$ cat config.mk
export PLATFORM = sky130hd
export DESIGN_NAME = retune_sequencer
export DESIGN_NICKNAME = d
export VERILOG_FILES = /design/src/rtl/retune_sequencer_pkg.sv /design/src/rtl/retune_sequencer_phase_bank.sv /design/src/rtl/retune_sequencer.sv
export SDC_FILE = /design/constraint.sdc
export NUM_CORES = 1
export LEC_CHECK = 0
export CAP_MARGIN = 0
export CELL_PAD_IN_SITES_DETAIL_PLACEMENT = 1
export CELL_PAD_IN_SITES_GLOBAL_PLACEMENT = 1
export CORE_ASPECT_RATIO = 1.5
export CORE_MARGIN = 5
export CORE_UTILIZATION = 40
export DETAILED_ROUTE_END_ITERATION = 10
export PLACE_DENSITY_LB_ADDON = 0.1
export SLEW_MARGIN = 20
export SYNTH_ARGS = -nofsm -noshare
export SYNTH_HDL_FRONTEND = slang
export SYNTH_SLANG_ARGS = --single-unit
export TNS_END_PERCENT = 100
$ cat constraint.sdc
create_clock -name aclk -period 5 [get_ports aclk]
set_input_delay 0.75 -clock aclk [delete_from_list [all_inputs] [get_ports aclk]]
set_output_delay 0.75 -clock aclk [all_outputs]
set_load 0.02 [all_outputs]
$ cat src/rtl/retune_sequencer_pkg.sv
`default_nettype none
// ----------------------------------------------------------------------------
// retune_sequencer_pkg : shared defaults, FSM encoding, counter sizing
// Revision: 1.0
// ----------------------------------------------------------------------------
package retune_sequencer_pkg;

  localparam int c_num_chans   = 13;
  localparam int c_phase_width = 32;

  typedef logic [1:0] state_t;

  localparam logic [1:0] c_st_idle   = 2'd0;
  localparam logic [1:0] c_st_load   = 2'd1;
  localparam logic [1:0] c_st_rst    = 2'd2;
  localparam logic [1:0] c_st_settle = 2'd3;

  // The counter runs 0 .. max-1, so clog2(max) bits suffice.
  function automatic int cnt_width(input int rst_cycles, input int settle_cycles);
    int max_cycles;
    max_cycles = (rst_cycles > settle_cycles) ? rst_cycles : settle_cycles;
    return (max_cycles < 2) ? 1 : $clog2(max_cycles);
  endfunction

endpackage
`default_nettype wire

$ cat src/rtl/retune_sequencer_phase_bank.sv
`default_nettype none
// ----------------------------------------------------------------------------
// retune_sequencer_phase_bank : shadow/active phase-increment registers
// Revision: 1.0
// ----------------------------------------------------------------------------
module retune_sequencer_phase_bank
  import retune_sequencer_pkg::*;
#(
  parameter int NUM_CHANS   = c_num_chans,
  parameter int PHASE_WIDTH = c_phase_width,
  parameter int CHAN_BITS   = 4
) (
  input  logic                             aclk,
  input  logic                             aresetn,
  input  logic                             wr_en,
  input  logic [CHAN_BITS-1:0]             wr_chan,
  input  logic [PHASE_WIDTH-1:0]           wr_phase,
  input  logic                             copy,
  output logic [NUM_CHANS*PHASE_WIDTH-1:0] phase_out
);

  for (genvar j = 0; j < NUM_CHANS; j++) begin : g_chan
    logic [PHASE_WIDTH-1:0] r_shadow;
    logic [PHASE_WIDTH-1:0] r_active;
    logic                   w_hit;

    assign w_hit = wr_en && (wr_chan == CHAN_BITS'(j));

    // A write coinciding with the copy is forwarded so it joins this load.
    always_ff @(posedge aclk or negedge aresetn) begin
      if (!aresetn) begin
        r_shadow <= '0;
        r_active <= '0;
      end else begin
        if (w_hit) r_shadow <= wr_phase;
        if (copy)  r_active <= w_hit ? wr_phase : r_shadow;
      end
    end

    assign phase_out[j*PHASE_WIDTH +: PHASE_WIDTH] = r_active;
  end

endmodule
`default_nettype wire

$ cat src/rtl/retune_sequencer.sv
`default_nettype none
// ----------------------------------------------------------------------------
// retune_sequencer : commit shadows, strobe DDS, reset conv/FIR, gate output
// Revision: 1.0
// ----------------------------------------------------------------------------
module retune_sequencer
  import retune_sequencer_pkg::*;
#(
  parameter int NUM_CHANS     = c_num_chans,
  parameter int PHASE_WIDTH   = c_phase_width,
  parameter int CHAN_BITS     = 4,
  parameter int RST_CYCLES    = 16,
  parameter int SETTLE_CYCLES = 4096
) (
  input  logic                             aclk,
  input  logic                             aresetn,
  input  logic                             wr_en,
  input  logic [CHAN_BITS-1:0]             wr_chan,
  input  logic [PHASE_WIDTH-1:0]           wr_phase,
  input  logic                             commit,
  input  logic                             clear_err,
  output logic [NUM_CHANS*PHASE_WIDTH-1:0] phase_out,
  output logic                             phase_vld,
  output logic                             dp_rstn,
  output logic                             out_gate,
  output logic                             busy,
  output logic [15:0]                      retune_cnt,
  output logic                             err_sticky
);

  localparam int                 c_cnt_w       = cnt_width(RST_CYCLES, SETTLE_CYCLES);
  localparam logic [c_cnt_w-1:0] c_rst_last    = c_cnt_w'(RST_CYCLES - 1);
  localparam logic [c_cnt_w-1:0] c_settle_last = c_cnt_w'(SETTLE_CYCLES - 1);
  localparam logic [c_cnt_w-1:0] c_cnt_one     = c_cnt_w'(1);
  localparam logic [CHAN_BITS:0] c_chan_limit  = (CHAN_BITS+1)'(NUM_CHANS);

  state_t             r_state;
  state_t             w_state_nxt;
  logic [c_cnt_w-1:0] r_cnt;
  logic [c_cnt_w-1:0] w_cnt_nxt;
  logic               r_pending;
  logic               r_via_load;
  logic               w_chan_ok;
  logic               w_wr_ok;
  logic               w_bad_wr;
  logic               w_go;

  assign w_chan_ok = ({1'b0, wr_chan} < c_chan_limit);
  assign w_wr_ok   = wr_en &  w_chan_ok;
  assign w_bad_wr  = wr_en & ~w_chan_ok;
  assign w_go      = (r_state == c_st_idle) & (commit | r_pending);

  always_comb begin
    w_state_nxt = r_state;
    w_cnt_nxt   = r_cnt;
    case (r_state)
      c_st_idle: if (w_go) w_state_nxt = c_st_load;
      c_st_load: begin
        w_state_nxt = c_st_rst;
        w_cnt_nxt   = '0;
      end
      c_st_rst: begin
        if (r_cnt == c_rst_last) begin
          w_state_nxt = c_st_settle;
          w_cnt_nxt   = '0;
        end else begin
          w_cnt_nxt = r_cnt + c_cnt_one;
        end
      end
      c_st_settle: begin
        if (r_cnt == c_settle_last) begin
          w_state_nxt = c_st_idle;
          w_cnt_nxt   = '0;
        end else begin
          w_cnt_nxt = r_cnt + c_cnt_one;
        end
      end
      default: w_state_nxt = c_st_idle;
    endcase
  end

  // Outputs are decoded from the next state so they line up with r_state.
  always_ff @(posedge aclk or negedge aresetn) begin
    if (!aresetn) begin
      r_state    <= c_st_rst;
      r_cnt      <= '0;
      r_pending  <= 1'b0;
      r_via_load <= 1'b0;
      phase_vld  <= 1'b0;
      dp_rstn    <= 1'b0;
      out_gate   <= 1'b0;
      busy       <= 1'b1;
      retune_cnt <= '0;
      err_sticky <= 1'b0;
    end else begin
      r_state   <= w_state_nxt;
      r_cnt     <= w_cnt_nxt;
      phase_vld <= (w_state_nxt == c_st_load);
      dp_rstn   <= (w_state_nxt != c_st_rst);
      out_gate  <= (w_state_nxt == c_st_idle);
      busy      <= (w_state_nxt != c_st_idle);

      if (w_go)                                r_pending <= 1'b0;
      else if (commit && r_state != c_st_idle) r_pending <= 1'b1;

      if (w_go) r_via_load <= 1'b1;

      if (r_state == c_st_settle && w_state_nxt == c_st_idle && r_via_load)
        retune_cnt <= retune_cnt + 16'd1;

      if (w_bad_wr)       err_sticky <= 1'b1;
      else if (clear_err) err_sticky <= 1'b0;
    end
  end

  retune_sequencer_phase_bank #(
    .NUM_CHANS   (NUM_CHANS),
    .PHASE_WIDTH (PHASE_WIDTH),
    .CHAN_BITS   (CHAN_BITS)
  ) u_phase_bank (
    .aclk      (aclk),
    .aresetn   (aresetn),
    .wr_en     (w_wr_ok),
    .wr_chan   (wr_chan),
    .wr_phase  (wr_phase),
    .copy      (w_go),
    .phase_out (phase_out)
  );

endmodule
`default_nettype wire

Yosys cells after proc, flatten, opt, wreduce, memory -nomap -nowiden

Cells that the tools add are included.

Bits of input ports: 41
Word-level logic and storage cells: 111
Register bits: 869
Output and inout bits: 437

$lt $le $gt $ge: 1
Equal/unequal tests: 19
Reduce and logical (&&, ||, !) cells: 24
Add/sub/neg operators: 2
Muxes and demuxes: 24
Bitwise logic cells: 5

Operators by type and width:

| operator                | count |
|---|---|
| $mux W32                | 13 |
| $pmux W12 S3            | 1 |
| $mux W12                | 2 |
| $eq A4 B4 Y1 const B    | 5 |
| $add A16 B1 Y16 const B | 1 |
| $eq A4 B3 Y1 const B    | 4 |
| $logic_and A1 B1 Y1     | 16 |
| $add A12 B1 Y12 const B | 1 |
| $eq A12 B12 Y1 const B  | 1 |
| $eq A12 B4 Y1 const B   | 1 |
| $eq A4 B2 Y1 const B    | 2 |
| $pmux W2 S4             | 1 |
| $reduce_bool A2 Y1      | 4 |
| $mux W2                 | 3 |
| $eq A2 B1 Y1 const B    | 2 |
| $eq A2 B2 Y1 const B    | 2 |
| $eq A4 B1 Y1 const B    | 1 |
| $logic_not A2 Y1        | 2 |
| $logic_not A4 Y1        | 1 |
| $lt A4 B4 Y1 const B    | 1 |
| $mux W1                 | 4 |
| $and A1 B1 Y1           | 3 |
| $reduce_bool A3 Y1      | 1 |
| $ne A2 B2 Y1 const B    | 1 |
| other kinds (2)         | 2 |

Logic depth before layout (Yosys ltp)

Word-level depth: 7
Gate-level depth with buffers: 9
Mapped depth without buffers: 6

By module

A second synthesis with hierarchy kept.

Cell total of the unflattened synthesis: 3425
Area total of the unflattened synthesis: 34011.4 µm²

By module, submodules not included:

| module                      | seq. area each (µm²) | cells each | instances | area an instance (µm²) |
|---|---|---|---|---|
| retune_sequencer_phase_bank | 20820.0              | 3241       | 1         | 32103.3 |
| retune_sequencer            | 928.4                | 184        | 1         | 1908.1 |

Least setup slack after synthesis

No wires, ideal clock.

Path type: input -> register
From: input port wr_chan[2]
To: register u_phase_bank.g_chan[12].r_active[10]
Library setup time: 0.117 ns
Required time: 4.883 ns
Cell stages on the path: 7
Path slack: 2.854 ns
Data arrival time: 2.030 ns
Buffers on the path: 2
Cells stage by stage: buf_2 nand3_1 nor3_1 buf_2 mux2_2 nand2_1 nand2_1

Cells in the longest elaborated chain, start to end: 4
Elaborated cells on any way between the ends: 5
Classes of those cells: order compare: 1; eq/ne: 1; mux: 1; bitwise: 1; reduce/logical: 1

RTL lines:

| element                | line                              | text |
|---|---|---|
| start: declaration     | retune_sequencer.sv:18            | `input logic [CHAN_BITS-1:0] wr_chan,` |
| $lt A4 B4 Y1           | retune_sequencer.sv:48            | `assign w_chan_ok = ({1'b0, wr_chan} < c_chan_limit);` |
| $and A1 B1 Y1          | retune_sequencer.sv:49            | `assign w_wr_ok = wr_en & w_chan_ok;` |
| $logic_and A1 B1 Y1 *  | retune_sequencer_phase_bank.sv:27 | `assign w_hit = wr_en && (wr_chan == CHAN_BITS'(j));` |
| $mux W32 *             | retune_sequencer_phase_bank.sv:36 | `if (copy) r_active <= w_hit ? wr_phase : r_shadow;` |
| end signal: assignment | retune_sequencer_phase_bank.sv:36 |  |
| end: declaration       | retune_sequencer_phase_bank.sv:24 | `logic [PHASE_WIDTH-1:0] r_active;` |

Mark *: on every way between the ends. The rest lies on a longest branch, timed or not.
A chain may end at the register's enable or synchronous reset.

Final worst setup path

From: input port wr_chan[3]
To: register u_phase_bank.g_chan[7].r_active[21]

Cells in the longest elaborated chain, start to end: 4
Elaborated cells on any way between the ends: 5
Classes of those cells: order compare: 1; eq/ne: 1; mux: 1; bitwise: 1; reduce/logical: 1

RTL lines:

| element                | line |
|---|---|
| $lt A4 B4 Y1           | retune_sequencer.sv:48 |
| $and A1 B1 Y1          | retune_sequencer.sv:49 |
| $logic_and A1 B1 Y1 *  | retune_sequencer_phase_bank.sv:27 |
| $mux W32 *             | retune_sequencer_phase_bank.sv:36 |
| end signal: assignment | retune_sequencer_phase_bank.sv:36 |
| end: declaration       | retune_sequencer_phase_bank.sv:24 |

Marked as above.

==> summary.md <==
| Metric | Value |
|---|---|
| Pint | `12.4 mW` |
| CTS Buf Count | `84` |
| Worst hold path class | `input pin to asynchronous set/reset pin` |
| Die width | `244 um` |
| Post-CTS setup buffers | `0` |
| Total negative slack | `0 ps` |
| Final hold viol count | `0` |
| Setup crit end kind | `register` |
| CP startpoint kind | `input pin` |
| Ys async rst share | `100%` |
| Clk_lat worst skew | `~630 ps` |
| Cell variety after synth | `48` |
| Final Cycle Share | `55.2%` |
| Net Switching | `3.69 mW` |
| CP Cell Sequence | `clkdlybuf4s50_1 -> nand2b_1 -> nor2_4 -> buf_4 -> mux2_2 -> nand2_1 -> nand2_1` |
| Post-synth EDFFs | `0` |
| WL per Instance | `24.3 um` |
| Most frequent cells in the layout | `nand2_1 (1272), dfrtp_1 (867), clkdlybuf4s50_1 (476)` |
| Final setup vio count | `0` |
| Fraction of layout cells with a size suffix above 1 | `15.3%` |
| Hold Buf Count CTS | `0` |
| Worst IR drop on VDD | `223 uV` |
| Crit-path max cell delay | `740 ps` |
| Slew headroom | `24.0%` |
| Fin Hold WS | `167 ps` |
| Number of max-cap violations | `0` |
| Chip height | `361 um` |
| Synth Flop Type | `dfrtp_1` |
| DR vias/cell | `5.07` |
| Global-route wire length before repair | `around 160000 um` |
| Resize count post-CTS | `0` |
| Mean Syn Cell Area | `11.5 um2` |
| Area leader, netlist | `dfrtp_1` |
| Top cells by area, synth | `dfrtp_1 (66%), nand2_1 (15%), mux2_2 (10%)` |
| Antenna viol nets, final | `0` |
| Row count | `128` |
| Gr usage total | `24.1%` |
| Syn Inst Count | `2857` |
| Unrepaired setup endpoints after global routing | `no` |
| DRC viols | `0` |
| DR iter-0 viols | `1068` |
| Placer Congestion | `0.776` |
| Clock tree from TritonCTS | `yes` |
| Mapped Area | `32800 um2` |
| Io pins | `478` |
| Initial antenna violation count | `15` |
| Sw Ratio | `23.0%` |
| Fmax | `363 MHz` |
| Vias post-DR | `22300` |
| WP data arrival | `3260 ps` |
| Seq cells post-synth | `869` |
| Post-synth top area share | `roughly two thirds` |
| Fin. max-slew vios | `0` |
| Clk root buf | `clkbuf_16` |
| Ys Warns | `0` |
| Critical path required time | `5500 ps` |
| GR Overflow Total | `0` |
| Initial core utilization | `40.4%` |
| IO Port Bufs | `477` |
| Min cycle time layout | `2760 ps` |
| Largest net degree at the start of global routing | `slightly above 200` |
| Die ar. | `88000 um2` |
| Slowest stage cell, crit path | `nor2_4` |
| Slew @ Worst Pin | `1140 ps` |
| Hpwl dp | `around 70000 um` |
| Commonest non-fill, non-tap cell in the layout | `nand2_1` |
| CP max FO | `24` |
| Final Util | `51.3%` |
| Drt first pass iters | `4` |
| Cell mode on critical path | `nand2_1` |
| Area of the core | `81400 um2` |
| PwrDens | `386 nW/um2` |
| Clock skew | `approximately 17 ps` |
| Area delta synth->final | `27.0%` |
| Seq pwr share | `49.8%` |
| Clk slew on worst S/H paths | `60 ps` |
| H-tree lvl count | `3` |
| Leakage power | `20.4 nW` |
| Status | `completed` |
| Crit Path Class | `input pin to register` |
| Sequential share of the synthesized area | `66.2%` |
| Syn nets | `2900` |
| Final wirelength | `107000 um` |
| Sink Count | `869` |
| Clock Power Share | `42.0%` |
| Final nets | `3338` |
| Comb power frac | `under 10%` |
| Vias in the first global route | `24900` |
| Clock buffer depth | `3` |
metal layers:
layer  up-vias  part of all wire [%]  GRT usage [%]
met5         -                     0              0
met4         0                   2.9           6.77
met3       144                   6.3           5.83
met2       579                    48           40.1
met1     11700                    43           31.8
li1       9963                     -              -
Yosys cell counts (all sizes together) (5+ instances only):
master,number
and3,7
buf,77
clkbuf,95
dfrtp,867
inv,5
mux2,417
nand2,1273
nand2b,5
nand3,7
nand3b,5
nand4,6
nor2,16
nor3,6
o21ai,11
or3,5
xnor2,15
critical path: cells and delay by family:
family                 cells  cell delay [ps]
buffers and inverters      2              860
and+or+nand+nor            4             1220
muxes                      1              360
power groups by stage:
| stage | clock [mW] | combinational, mW | sequential, mW |
|---|---|---|---|
| finish | 6.76 | 1.33 | 8.01 |
| detailed placement | 0 | 1.34 | 8.14 |
| CTS | 6.92 | 1.36 | 8.01 |
| floorplan | 0 | 0.870 | 8.05 |
| global route | 7.21 | 1.48 | 8.06 |
| global placement | 0 | 1.27 | 8.08 |
final cells by class:
type,count,area [um2]
Timing Repair Buffer,524,5320
Fill cell,8475,39700
Tap cell,1040,1300
Inverter,5,26.3
Antenna cell,5,12.5
Clock buffer,116,2440
Multi-Input combinational cell,1811,10400
Sequential cell,869,21700
Clock inverter,34,458
per-stage QoR:
step	cells	setup WS [ps]	cell area [um2]	total power, mW
3_3_place_gp	4246	1660	38700	9.35
6_report	4404	2240	41700	16.1
4_1_cts	4399	2280	41700	16.3
3_5_place_dp	4249	1610	38800	9.48
5_1_grt	4399	2130	41700	16.8
2_1_floorplan	2857	2850	32800	8.92
state kept, by name, indices dropped and copies added, names as in the netlist:
register                      cells
u_phase_bank.g_chan.r_active    416
u_phase_bank.g_chan.r_shadow    416
retune_cnt                       16
r_cnt                            12
r_state                           2
busy                              1
dp_rstn                           1
err_sticky                        1
out_gate                          1
phase_vld                         1
r_pending                         1
r_via_load                        1
final timing paths:
check / start / endpoint / slack [ps] / cells after the start
hold reg to reg: u_phase_bank.g_chan[8].r_active[22] / u_phase_bank.g_chan[8].r_active[22] / 470 / 2
setup reg to reg: r_state[0] / u_phase_bank.g_chan[7].r_active[11] / 2370 / 6
setup / recovery: wr_chan[3] / u_phase_bank.g_chan[7].r_active[21] / 2240 / 7
min in group aclk: u_phase_bank.g_chan[8].r_active[22] / u_phase_bank.g_chan[8].r_active[22] / 470 / 2
hold / removal: aresetn / u_phase_bank.g_chan[2].r_shadow[10] / 170 / 1
max in group asynchronous: aresetn / u_phase_bank.g_chan[3].r_active[19] / 3480 / 2
cells by family after synthesis:
logic type / count (synthesis) / share of synthesized area [%]
flip-flops: 869 / 66.2
buffers and inverters: 177 / 2.31
XOR/XNOR: 17 / 0.453
adder cells (fa/ha/maj): 2 / 0.0762
AO/OA/AOI/OAI: 27 / 0.587
AND/OR/NAND/NOR: 1346 / 16.0
multiplexers: 419 / 14.4
Note: power is estimated with default switching activity, not from simulation.
